$ cat config.mk
export PLATFORM = sky130hd
export DESIGN_NAME = sevenseg_scan_ctrl_flat
export DESIGN_NICKNAME = d
export VERILOG_FILES = /design/src/rtl/sevenseg_scan_ctrl_pkg.sv /design/src/rtl/sevenseg_scan_ctrl_if.sv /design/src/rtl/sevenseg_scan_ctrl_decode.sv /design/src/rtl/sevenseg_scan_ctrl.sv /design/src/flat_wrapper.sv
export SDC_FILE = /design/constraint.sdc
export NUM_CORES = 1
export LEC_CHECK = 0
export CAP_MARGIN = 20
export CELL_PAD_IN_SITES_DETAIL_PLACEMENT = 0
export CELL_PAD_IN_SITES_GLOBAL_PLACEMENT = 1
export CORE_ASPECT_RATIO = 1.2
export CORE_MARGIN = 3
export CORE_UTILIZATION = 35
export CTS_CLUSTER_SIZE = 25
export DETAILED_ROUTE_END_ITERATION = 7
export GPL_TIMING_DRIVEN = 1
export PLACE_DENSITY_LB_ADDON = 0.1
export SKIP_LAST_GASP = 1
export SLEW_MARGIN = 5
export SYNTH_ARGS = -nofsm -noshare
export SYNTH_HDL_FRONTEND = slang
export SYNTH_SLANG_ARGS = --single-unit
$ cat constraint.sdc
create_clock -name clk_7seg -period 7.13 [get_ports clk_7seg]
set_input_delay 1.7825 -clock clk_7seg [delete_from_list [all_inputs] [get_ports clk_7seg]]
set_output_delay 1.7825 -clock clk_7seg [all_outputs]
set_load 0.03 [all_outputs]
$ cat src/rtl/sevenseg_scan_ctrl_pkg.sv
// ============================================================================
// Module  : sevenseg_pkg
// Brief   : Shared constants and hex font for the seven-segment scanner.
// Revision: 1.0 - initial release
// ============================================================================
`default_nettype none

package sevenseg_pkg;

  localparam int SEG_W = 7;

  typedef logic [SEG_W-1:0] seg_t;

  // Segment order {a,b,c,d,e,f,g}; a 0 lights the segment.
  localparam seg_t SEG_OFF = 7'b1111111;

  localparam seg_t HEX_FONT [16] = '{
    7'b0000001, 7'b1001111, 7'b0010010, 7'b0000110,
    7'b1001100, 7'b0100100, 7'b0100000, 7'b0001111,
    7'b0000000, 7'b0000100, 7'b0001000, 7'b1100000,
    7'b0110001, 7'b1000010, 7'b0110000, 7'b0111000
  };

endpackage

`default_nettype wire

$ cat src/rtl/sevenseg_scan_ctrl_if.sv
// ============================================================================
// Module  : sevenseg_scan_ctrl_if
// Brief   : Display-data and drive bundle between the debug mux and scanner.
// Revision: 1.0 - initial release
// ============================================================================
`default_nettype none

interface sevenseg_scan_ctrl_if
  import sevenseg_pkg::*;
#(
  parameter int NDIGITS  = 8,
  parameter int PWM_BITS = 3
);

  logic [4*NDIGITS-1:0] value;
  logic [NDIGITS-1:0]   dp;
  logic [NDIGITS-1:0]   digit_en;
  logic                 blank_lz;
  logic [PWM_BITS-1:0]  brightness;
  logic [NDIGITS-1:0]   an;
  logic [SEG_W-1:0]     sev_out;
  logic                 dp_out;
  logic                 frame_done;

  modport master (
    output value, dp, digit_en, blank_lz, brightness,
    input  an, sev_out, dp_out, frame_done
  );

  modport slave (
    input  value, dp, digit_en, blank_lz, brightness,
    output an, sev_out, dp_out, frame_done
  );

endinterface

`default_nettype wire

$ cat src/rtl/sevenseg_scan_ctrl_decode.sv
// ============================================================================
// Module  : sevenseg_decode
// Brief   : Combinational hex nibble to active-low segment pattern.
// Revision: 1.0 - initial release
// ============================================================================
`default_nettype none

module sevenseg_decode
  import sevenseg_pkg::*;
(
  input  logic [3:0] nibble,
  output seg_t       seg
);

  assign seg = HEX_FONT[nibble];

endmodule

`default_nettype wire

$ cat src/rtl/sevenseg_scan_ctrl.sv
// ============================================================================
// Module  : sevenseg_scan_ctrl
// Brief   : Multiplexed seven-segment scanner with blanking, PWM and snapshot.
// Revision: 1.0 - initial release
// ============================================================================
`default_nettype none

module sevenseg_scan_ctrl
  import sevenseg_pkg::*;
#(
  parameter int NDIGITS        = 8,
  parameter int PWM_BITS       = 3,
  parameter bit AN_ACTIVE_LOW  = 1'b1,
  parameter bit SEG_ACTIVE_LOW = 1'b1
) (
  input  logic                clk_7seg,
  input  logic                Rst,
  sevenseg_scan_ctrl_if.slave bus
);

  localparam int                  IDX_W      = $clog2(NDIGITS);
  localparam logic [IDX_W-1:0]    c_last_idx = IDX_W'(NDIGITS - 1);
  localparam logic [PWM_BITS-1:0] c_pwm_max  = '1;
  localparam logic [NDIGITS-1:0]  c_an_off   = AN_ACTIVE_LOW ? '1 : '0;
  localparam seg_t                c_seg_off  = SEG_ACTIVE_LOW ? SEG_OFF : ~SEG_OFF;
  localparam logic                c_dp_off   = SEG_ACTIVE_LOW;

  logic [IDX_W-1:0]     r_digit_idx;
  logic [PWM_BITS-1:0]  r_pwm_cnt;
  logic [4*NDIGITS-1:0] r_sh_value;
  logic [NDIGITS-1:0]   r_sh_dp;
  logic [NDIGITS-1:0]   r_sh_en;
  logic                 r_sh_blz;
  logic [PWM_BITS-1:0]  r_sh_bright;
  logic [NDIGITS-1:0]   r_an;
  seg_t                 r_sev;
  logic                 r_dp;

  logic                 w_frame_end;
  logic [3:0]           w_nibble;
  seg_t                 w_font;
  logic [NDIGITS-1:0]   w_lz;
  logic                 w_zero_run;
  logic                 w_lit;
  logic [NDIGITS-1:0]   w_an_nxt;
  seg_t                 w_sev_nxt;
  logic                 w_dp_nxt;

  assign w_frame_end = (r_digit_idx == c_last_idx) && (r_pwm_cnt == c_pwm_max);
  assign w_nibble    = r_sh_value[{r_digit_idx, 2'b00} +: 4];

  sevenseg_decode u_decode (
    .nibble (w_nibble),
    .seg    (w_font)
  );

  // w_lz[i]: every nibble and dp bit from digit i up to the top is zero.
  always_comb begin
    w_lz       = '0;
    w_zero_run = 1'b1;
    for (int i = NDIGITS - 1; i >= 0; i--) begin
      w_zero_run = w_zero_run & (r_sh_value[4*i +: 4] == 4'h0) & ~r_sh_dp[i];
      w_lz[i]    = w_zero_run;
    end
  end

  always_comb begin
    w_lit = r_sh_en[r_digit_idx]
          && !(r_sh_blz && (r_digit_idx != '0) && w_lz[r_digit_idx])
          && (r_pwm_cnt <= r_sh_bright);
    w_an_nxt  = c_an_off;
    w_sev_nxt = c_seg_off;
    w_dp_nxt  = c_dp_off;
    if (w_lit) begin
      w_an_nxt  = NDIGITS'(1) << r_digit_idx;
      if (AN_ACTIVE_LOW) w_an_nxt = ~w_an_nxt;
      w_sev_nxt = SEG_ACTIVE_LOW ? w_font : ~w_font;
      w_dp_nxt  = SEG_ACTIVE_LOW ? ~r_sh_dp[r_digit_idx] : r_sh_dp[r_digit_idx];
    end
  end

  always_ff @(posedge clk_7seg) begin
    if (Rst) begin
      r_digit_idx <= '0;
      r_pwm_cnt   <= '0;
      r_an        <= c_an_off;
      r_sev       <= c_seg_off;
      r_dp        <= c_dp_off;
    end else begin
      r_pwm_cnt <= r_pwm_cnt + 1'b1;
      if (r_pwm_cnt == c_pwm_max)
        r_digit_idx <= (r_digit_idx == c_last_idx) ? '0 : r_digit_idx + 1'b1;
      r_an  <= w_an_nxt;
      r_sev <= w_sev_nxt;
      r_dp  <= w_dp_nxt;
    end
  end

  // Last digit of the frame is still built from the old shadow on this edge.
  always_ff @(posedge clk_7seg) begin
    if (Rst || w_frame_end) begin
      r_sh_value  <= bus.value;
      r_sh_dp     <= bus.dp;
      r_sh_en     <= bus.digit_en;
      r_sh_blz    <= bus.blank_lz;
      r_sh_bright <= bus.brightness;
    end
  end

  assign bus.an         = r_an;
  assign bus.sev_out    = r_sev;
  assign bus.dp_out     = r_dp;
  assign bus.frame_done = w_frame_end;

endmodule

`default_nettype wire

$ cat src/flat_wrapper.sv
// flat-port wrapper written by rule: the top's interface ports become plain ports
module sevenseg_scan_ctrl_flat import sevenseg_pkg::*;
#(
  parameter int NDIGITS        = 8,
  parameter int PWM_BITS       = 3,
  parameter bit AN_ACTIVE_LOW  = 1'b1,
  parameter bit SEG_ACTIVE_LOW = 1'b1
)
  (clk_7seg, Rst, bus_value, bus_dp, bus_digit_en, bus_blank_lz, bus_brightness, bus_an, bus_sev_out, bus_dp_out, bus_frame_done);
  sevenseg_scan_ctrl_if #(.NDIGITS(NDIGITS), .PWM_BITS(PWM_BITS)) bus_i ();
  input  logic clk_7seg;
  input  logic Rst;
  input wire logic [$bits(bus_i.value)-1:0] bus_value;
  input wire logic [$bits(bus_i.dp)-1:0] bus_dp;
  input wire logic [$bits(bus_i.digit_en)-1:0] bus_digit_en;
  input wire logic [$bits(bus_i.blank_lz)-1:0] bus_blank_lz;
  input wire logic [$bits(bus_i.brightness)-1:0] bus_brightness;
  output wire logic [$bits(bus_i.an)-1:0] bus_an;
  output wire logic [$bits(bus_i.sev_out)-1:0] bus_sev_out;
  output wire logic [$bits(bus_i.dp_out)-1:0] bus_dp_out;
  output wire logic [$bits(bus_i.frame_done)-1:0] bus_frame_done;
  assign bus_i.value = bus_value;
  assign bus_i.dp = bus_dp;
  assign bus_i.digit_en = bus_digit_en;
  assign bus_i.blank_lz = bus_blank_lz;
  assign bus_i.brightness = bus_brightness;
  assign bus_an = bus_i.an;
  assign bus_sev_out = bus_i.sev_out;
  assign bus_dp_out = bus_i.dp_out;
  assign bus_frame_done = bus_i.frame_done;
  sevenseg_scan_ctrl #(.NDIGITS(NDIGITS), .PWM_BITS(PWM_BITS), .AN_ACTIVE_LOW(AN_ACTIVE_LOW), .SEG_ACTIVE_LOW(SEG_ACTIVE_LOW)) u_core (.clk_7seg(clk_7seg), .Rst(Rst), .bus(bus_i));
endmodule
==> metrics.yaml, run 1 <==
status: "finished clean"
ant_nets: 0
syn_inst: 204
overflow: 0
cp_num_cells: 4
start_util: 0.367
synth_nets: 275
drv_cap: 0
fmax_ghz: 0.231
reg2reg_from: "u_core.r_digit_idx[1]"
grt_antenna_before_repair: 0
port_buffers: 70
hold_violations: 0
first_iter_violations: 110
drv_slew: 0
r2r_cells: 7
slew_headroom: 0.426
nets: 350
wl_um: 6090
post_cts_buffers: 0
post-place-ws_ns: 3.12
drive_above_1_share: 0.151
crit_path_top_delay_cell: "dfxtp_1"
synth_area_leader_cell: "edfxtp_1"
hold_slack_ns: 0.454
tightest_slew_ns: 0.860
finalSetupTns_ns: 0
grt_pass1_wl_um: 9780
fin_crit_ns: 4.34
yosys-top-cells-area: "edfxtp_1, dfxtp_1, mux4_2"
antenna-diode-count: 0
hold_buffers: 0
setup_violations: 0
r2r_slack_ns: 4.02
crit_end: "bus_frame_done"
dr_total_vias: 1923
areaGrowthSynthToFinish_pct: 30.6
cp_top_family: "flip-flops"
gr-usage-all-layers: 0.124
grt_max_degree: 55
cts.htree.levels: 3
crit_required_ns: 5.35
reg2reg_to: "u_core.bus.sev_out[6]"
critPathBufInv: 1
netSwitchingPower_w: 0.000220
first_pass_iters: 4
cp-startpoint: "u_core.r_digit_idx[1]"
instances_no_fill: 401
clock_path_buffers: 2
crit_path_max_fanout: 17
leakage_nw: 1.50
critical-path-max-stage-delay_ns: 0.89
rsz0062_at_grt: "no"
fp-row-count: 37
syn_avg_cell_area_um2: 15.7
timing.final.crit_share: 0.608
crit_arrival_ns: 2.55
synth_cell_type_count: 46
hp-class: "reg2reg"
gp_congestion: 0.752
coreArea_um2: 8750
grt_pass1_vias: 2011
fin_ws_ns: 2.79
pwr_density_cell_nw_per_um2: 224
syn_area_um2: 3210
dp_hpwl_um: 4540
die_h_um: 111
crit_chain: "ha_1, ha_1, and2_1, clkdlybuf4s50_1"
ios: 71
ys_ff_latch: 74
intPower_w: 0.000718
cts.sink_count: 74
seqPwrFrac: 0.542
end_kind: "output port"
clkTransAtPathRegs_ns: 0.08
cts_tree: "built"
vias_per_cell: 4.80
clockRootBuffer: "clkbuf_8"
synth-seq-area-share: 0.624
yosys_warnings: 0
p_comb_frac: 0.116
clockPowerShare: 0.342
insertion_delay_ns: 0.34
avgRoutedWirePerCell_um: 15.2
crit_path_start_kind: "flop"
die_area_um2: 10400
crit_top_cell: "ha_1"
route.detailed.drc: 0
fp.dieW_um: 93.4
clock_skew_ns: 0.00697
post_cts_resized: 0
irDropWorstVdd_mv: 0.0935
fin_total_pwr_w: 0.000938
swShare: 0.234
dp.cells: 384
synth_top_cell_area_share: 0.487
path_class: "reg2out"
numCtsBuffers: 9
## synth_stat cells (all sizes together)
| cell type | n |
|---|---|
| or3b | 1 |
| or2 | 1 |
| a211oi | 1 |
| nand2b | 1 |
| mux4 | 12 |
| xnor2 | 1 |
| o22a | 1 |
| nor4 | 4 |
| a21oi | 2 |
| o221ai | 1 |
| nand4 | 8 |
| o31ai | 1 |
| a311o | 1 |
| clkinv | 1 |
| ha | 17 |
| nand2 | 3 |
| o22ai | 1 |
| mux2i | 9 |
| o21ai | 3 |
| nor2 | 8 |
| mux2 | 3 |
| and3b | 1 |
| nor3 | 2 |
| buf | 9 |
| a31oi | 1 |
| nand3 | 11 |
| or4 | 6 |
| a22oi | 2 |
| o2111ai | 1 |
| nor2b | 3 |
| xor2 | 1 |
| and2 | 1 |
| dfxtp | 22 |
| inv | 10 |
| a32oi | 1 |
| or4b | 1 |
| edfxtp | 52 |
## layer usage
layer,global-route usage,up-vias,wire length (µm)
li1,-,947,-
met1,0.154,902,2680
met2,0.201,63,2970
met3,0.0285,11,306
met4,0.0587,0,127
met5,0,-,0
## worst reg2reg max path: cells and delay by family, from the launching register on
kind / cells / cell delay (ns)
multiplexers: 2 / 1.14
AND/OR/NAND/NOR: 2 / 0.46
adder cells (fa/ha/maj): 1 / 0.25
buffers and inverters: 1 / 0.18
flip-flops: 1 / 0.89
AO/OA/AOI/OAI: 1 / 0.08
## layout by cell type (no fill, tap or decap), types with 3 or more instances in the layout
cell type,count
clkdlybuf4s50_1,70
edfxtp_1,52
dfxtp_1,22
ha_1,17
mux4_2,11
inv_1,9
clkbuf_8,9
mux2i_1,8
nor2_1,8
nand4_1,8
nand3_1,8
or4_1,5
nor2b_1,3
o21ai_0,3
nand2_1,3
nand3_2,3
mux2_2,3
buf_4,3
## power by group through the flow
stage                     sequential (W)  clock [W]  combinational [W]
after detailed placement        0.000519          0           0.000110
after CTS                       0.000509   0.000334           0.000110
after global routing            0.000512   0.000351           0.000119
after floorplan                 0.000522          0          0.0000503
final                           0.000508   0.000321           0.000109
after global placement          0.000518          0           0.000109
## worst min path at each step
stage,depth (start not counted),end,startpoint,slack [ns]
final,1,u_core.r_pwm_cnt[0],u_core.r_pwm_cnt[0],0.45
after CTS,1,u_core.r_pwm_cnt[0],u_core.r_pwm_cnt[0],0.46
after global placement,1,u_core.r_pwm_cnt[0],u_core.r_pwm_cnt[0],0.43
after global routing,1,u_core.r_pwm_cnt[0],u_core.r_pwm_cnt[0],0.49
after detailed placement,1,u_core.r_pwm_cnt[0],u_core.r_pwm_cnt[0],0.44
after floorplan,1,u_core.r_pwm_cnt[0],u_core.r_pwm_cnt[0],0.42
## state kept, by name, indices dropped and copies added (netlist names), 3 cells and up
| name | count |
|---|---|
| u_core.bus.sev_out | 7 |
| u_core.r_pwm_cnt | 3 |
| u_core.r_sh_en | 8 |
| u_core.r_sh_value | 32 |
| u_core.r_sh_dp | 8 |
| u_core.bus.an | 8 |
| u_core.r_sh_bright | 3 |
| u_core.r_digit_idx | 3 |
## metrics by stage
stage | utilization | cell area (µm²)
2_1_floorplan | - | 3210
3_3_place_gp | 0.455 | 3980
3_5_place_dp | 0.455 | 3980
4_1_cts | 0.478 | 4180
5_1_grt | 0.479 | 4190
6_report | 0.479 | 4190
## logic make-up (layout without fill, tap and decap cells)
kind of cell,Yosys count,in the layout,synth area share
flops,74,74,0.624
xor+xnor,2,2,0.00546
fa+ha+maj,17,17,0.0663
compound gates,16,16,0.0355
simple gates,51,51,0.101
buf+inv,20,100,0.0405
mux,24,24,0.128
## cell type report
| cell class | instances | area [µm²] |
|---|---|---|
| clock buffer | 9 | 124 |
| clock inverter | 7 | 76.3 |
| fill | 767 | 4560 |
| inverter | 11 | 41.3 |
| multi-input combinational | 110 | 1080 |
| sequential | 74 | 2000 |
| tap | 117 | 146 |
| timing repair buffer | 73 | 723 |
Power figures use the tool's default switching activity.
==> run 2, diff against run 1 <==
Clock period 7.13 ns to 4.3 ns, I/O delays scaled along.
==> run 2 against run 1 <==
Against the previous run: sequential share of layout area shrank 0.37 points; combinational power is 66% higher; critical endpoint unchanged; non-clock buffer count up 2; clock skew barely moved; clock power is 83% higher; largest cell class unchanged; setup slack lost 1.8 ns; design area increased by 0.78%.
==> metrics.yaml, run 2 (synthesis gave the netlist of run 1 again) <==
crit_path_top_delay_cell: "clkdlybuf4s50_1"
grt_pass1_wl_um: 10200
hold_path_end: "u_core.r_pwm_cnt[0]"
overflow: 0
route.detailed.drc: 0
gr-usage-all-layers: 0.128
numCtsBuffers: 9
critical-path-max-stage-delay_ns: 0.67
hp-class: "reg2reg"
areaGrowthSynthToFinish_pct: 31.6
crit_path_max_fanout: 11
min-delay-start: "u_core.r_pwm_cnt[0]"
clock_path_buffers: 2
drv_slew: 0
post_cts_buffers: 0
clock_skew_ns: 0.00671
r2r_slack_ns: 1.35
wl_um: 6210
finalSetupTns_ns: 0
drive_above_1_share: 0.157
largest_reg_flops: 32
first_iter_violations: 61
die_h_um: 111
crit_chain: "ha_1, ha_1, and2_1, clkdlybuf4s50_1"
end_kind: "output port"
hold_slack_ns: 0.456
vias_per_cell: 4.73
pwr_density_cell_nw_per_um2: 381
crit_required_ns: 3.22
antenna-diode-count: 0
first_pass_iters: 4
tightest_slew_ns: 0.681
hold_violations: 0
irDropWorstVdd_mv: 0.173
setup_violations: 0
avgRoutedWirePerCell_um: 15.4
post_cts_resized: 0
mostFrequentLayoutCells: "clkdlybuf4s50_1, edfxtp_1, dfxtp_1, ha_1, mux4_2"
fp.dieW_um: 93.4
crit_top_cell: "ha_1"
leakage_nw: 1.52
whs_path_depth: 1
reg2reg_to: "u_core.bus.sev_out[6]"
timing.final.crit_share: 0.779
fp-row-count: 37
drv_cap: 0
rsz0062_at_grt: "no"
cp-startpoint: "u_core.r_digit_idx[1]"
largest_register: "u_core.r_sh_value"
nets: 352
status: "finished clean"
post-place-ws_ns: 1.29
ant_nets: 0
coreArea_um2: 8750
fmax_ghz: 0.299
cts.sink_count: 74
port_buffers: 70
cts.htree.levels: 3
hold_buffers: 0
cts_tree: "built"
grt_max_degree: 55
dp_hpwl_um: 4630
start_util: 0.367
grt_pass1_vias: 2067
crit_arrival_ns: 2.27
mostFrequentLayoutCell: "clkdlybuf4s50_1"
insertion_delay_ns: 0.34
gp_congestion: 0.803
grt_antenna_before_repair: 0
slew_headroom: 0.546
path_class: "reg2out"
clkTransAtPathRegs_ns: 0.08
clockRootBuffer: "clkbuf_8"
dr_total_vias: 1907
die_area_um2: 10400
reg2reg_from: "u_core.r_digit_idx[1]"
crit_path_start_kind: "flop"
fin_crit_ns: 3.35
fin_ws_ns: 0.952
r2r_cells: 8
ios: 71
-- run 2: per-stage QoR --
step	utilization	instances	total power (W)	instance area (µm²)
2_1_floorplan	-	204	0.000949	3210
3_3_place_gp	0.458	387	0.00104	4010
3_5_place_dp	0.458	387	0.00104	4010
4_1_cts	0.483	403	0.00163	4220
5_1_grt	0.483	403	0.00168	4220
6_report	0.483	403	0.00161	4220
-- run 2: how the worst max path moves through the flow --
stage,to,slack [ns],depth (start not counted)
2_1_floorplan,u_core.bus.sev_out[6],1.86,9
3_3_place_gp,bus_frame_done,1.30,4
3_5_place_dp,bus_frame_done,1.29,4
4_1_cts,bus_frame_done,0.90,4
5_1_grt,bus_frame_done,0.75,4
6_report,bus_frame_done,0.95,4
-- run 2: report_power, final --
group | switching (W) | total [W] | internal (W) | leakage (nW)
sequential | 0.0000243 | 0.000842 | 0.000818 | 0.689
clock | 0.000257 | 0.000586 | 0.000329 | 0.107
combinational | 0.0000795 | 0.000181 | 0.000101 | 0.724
total | 0.000361 | 0.00161 | 0.00125 | 1.52
-- run 2: critical path, delay by kind of cell, from the launching register on --
kind | cells | cell delay (ns)
buffers and inverters | 1 | 0.67
flip-flops | 1 | 0.66
AND/OR/NAND/NOR | 1 | 0.15
adder cells (fa/ha/maj) | 2 | 0.45
-- run 2: layout make-up --
cell class | count | area, µm²
multi-input combinational | 110 | 1080
inverter | 11 | 41.3
fill | 778 | 4530
clock inverter | 6 | 90.1
sequential | 74 | 2000
timing repair buffer | 75 | 738
clock buffer | 10 | 128
tap | 117 | 146
-- run 2: per-layer routing --
metal | track usage | vias up | share of wire
met5 | 0 | - | 0
met3 | 0.0272 | 18 | 0.046
met1 | 0.158 | 877 | 0.44
li1 | - | 950 | -
met4 | 0.0753 | 0 | 0.034
met2 | 0.204 | 62 | 0.48
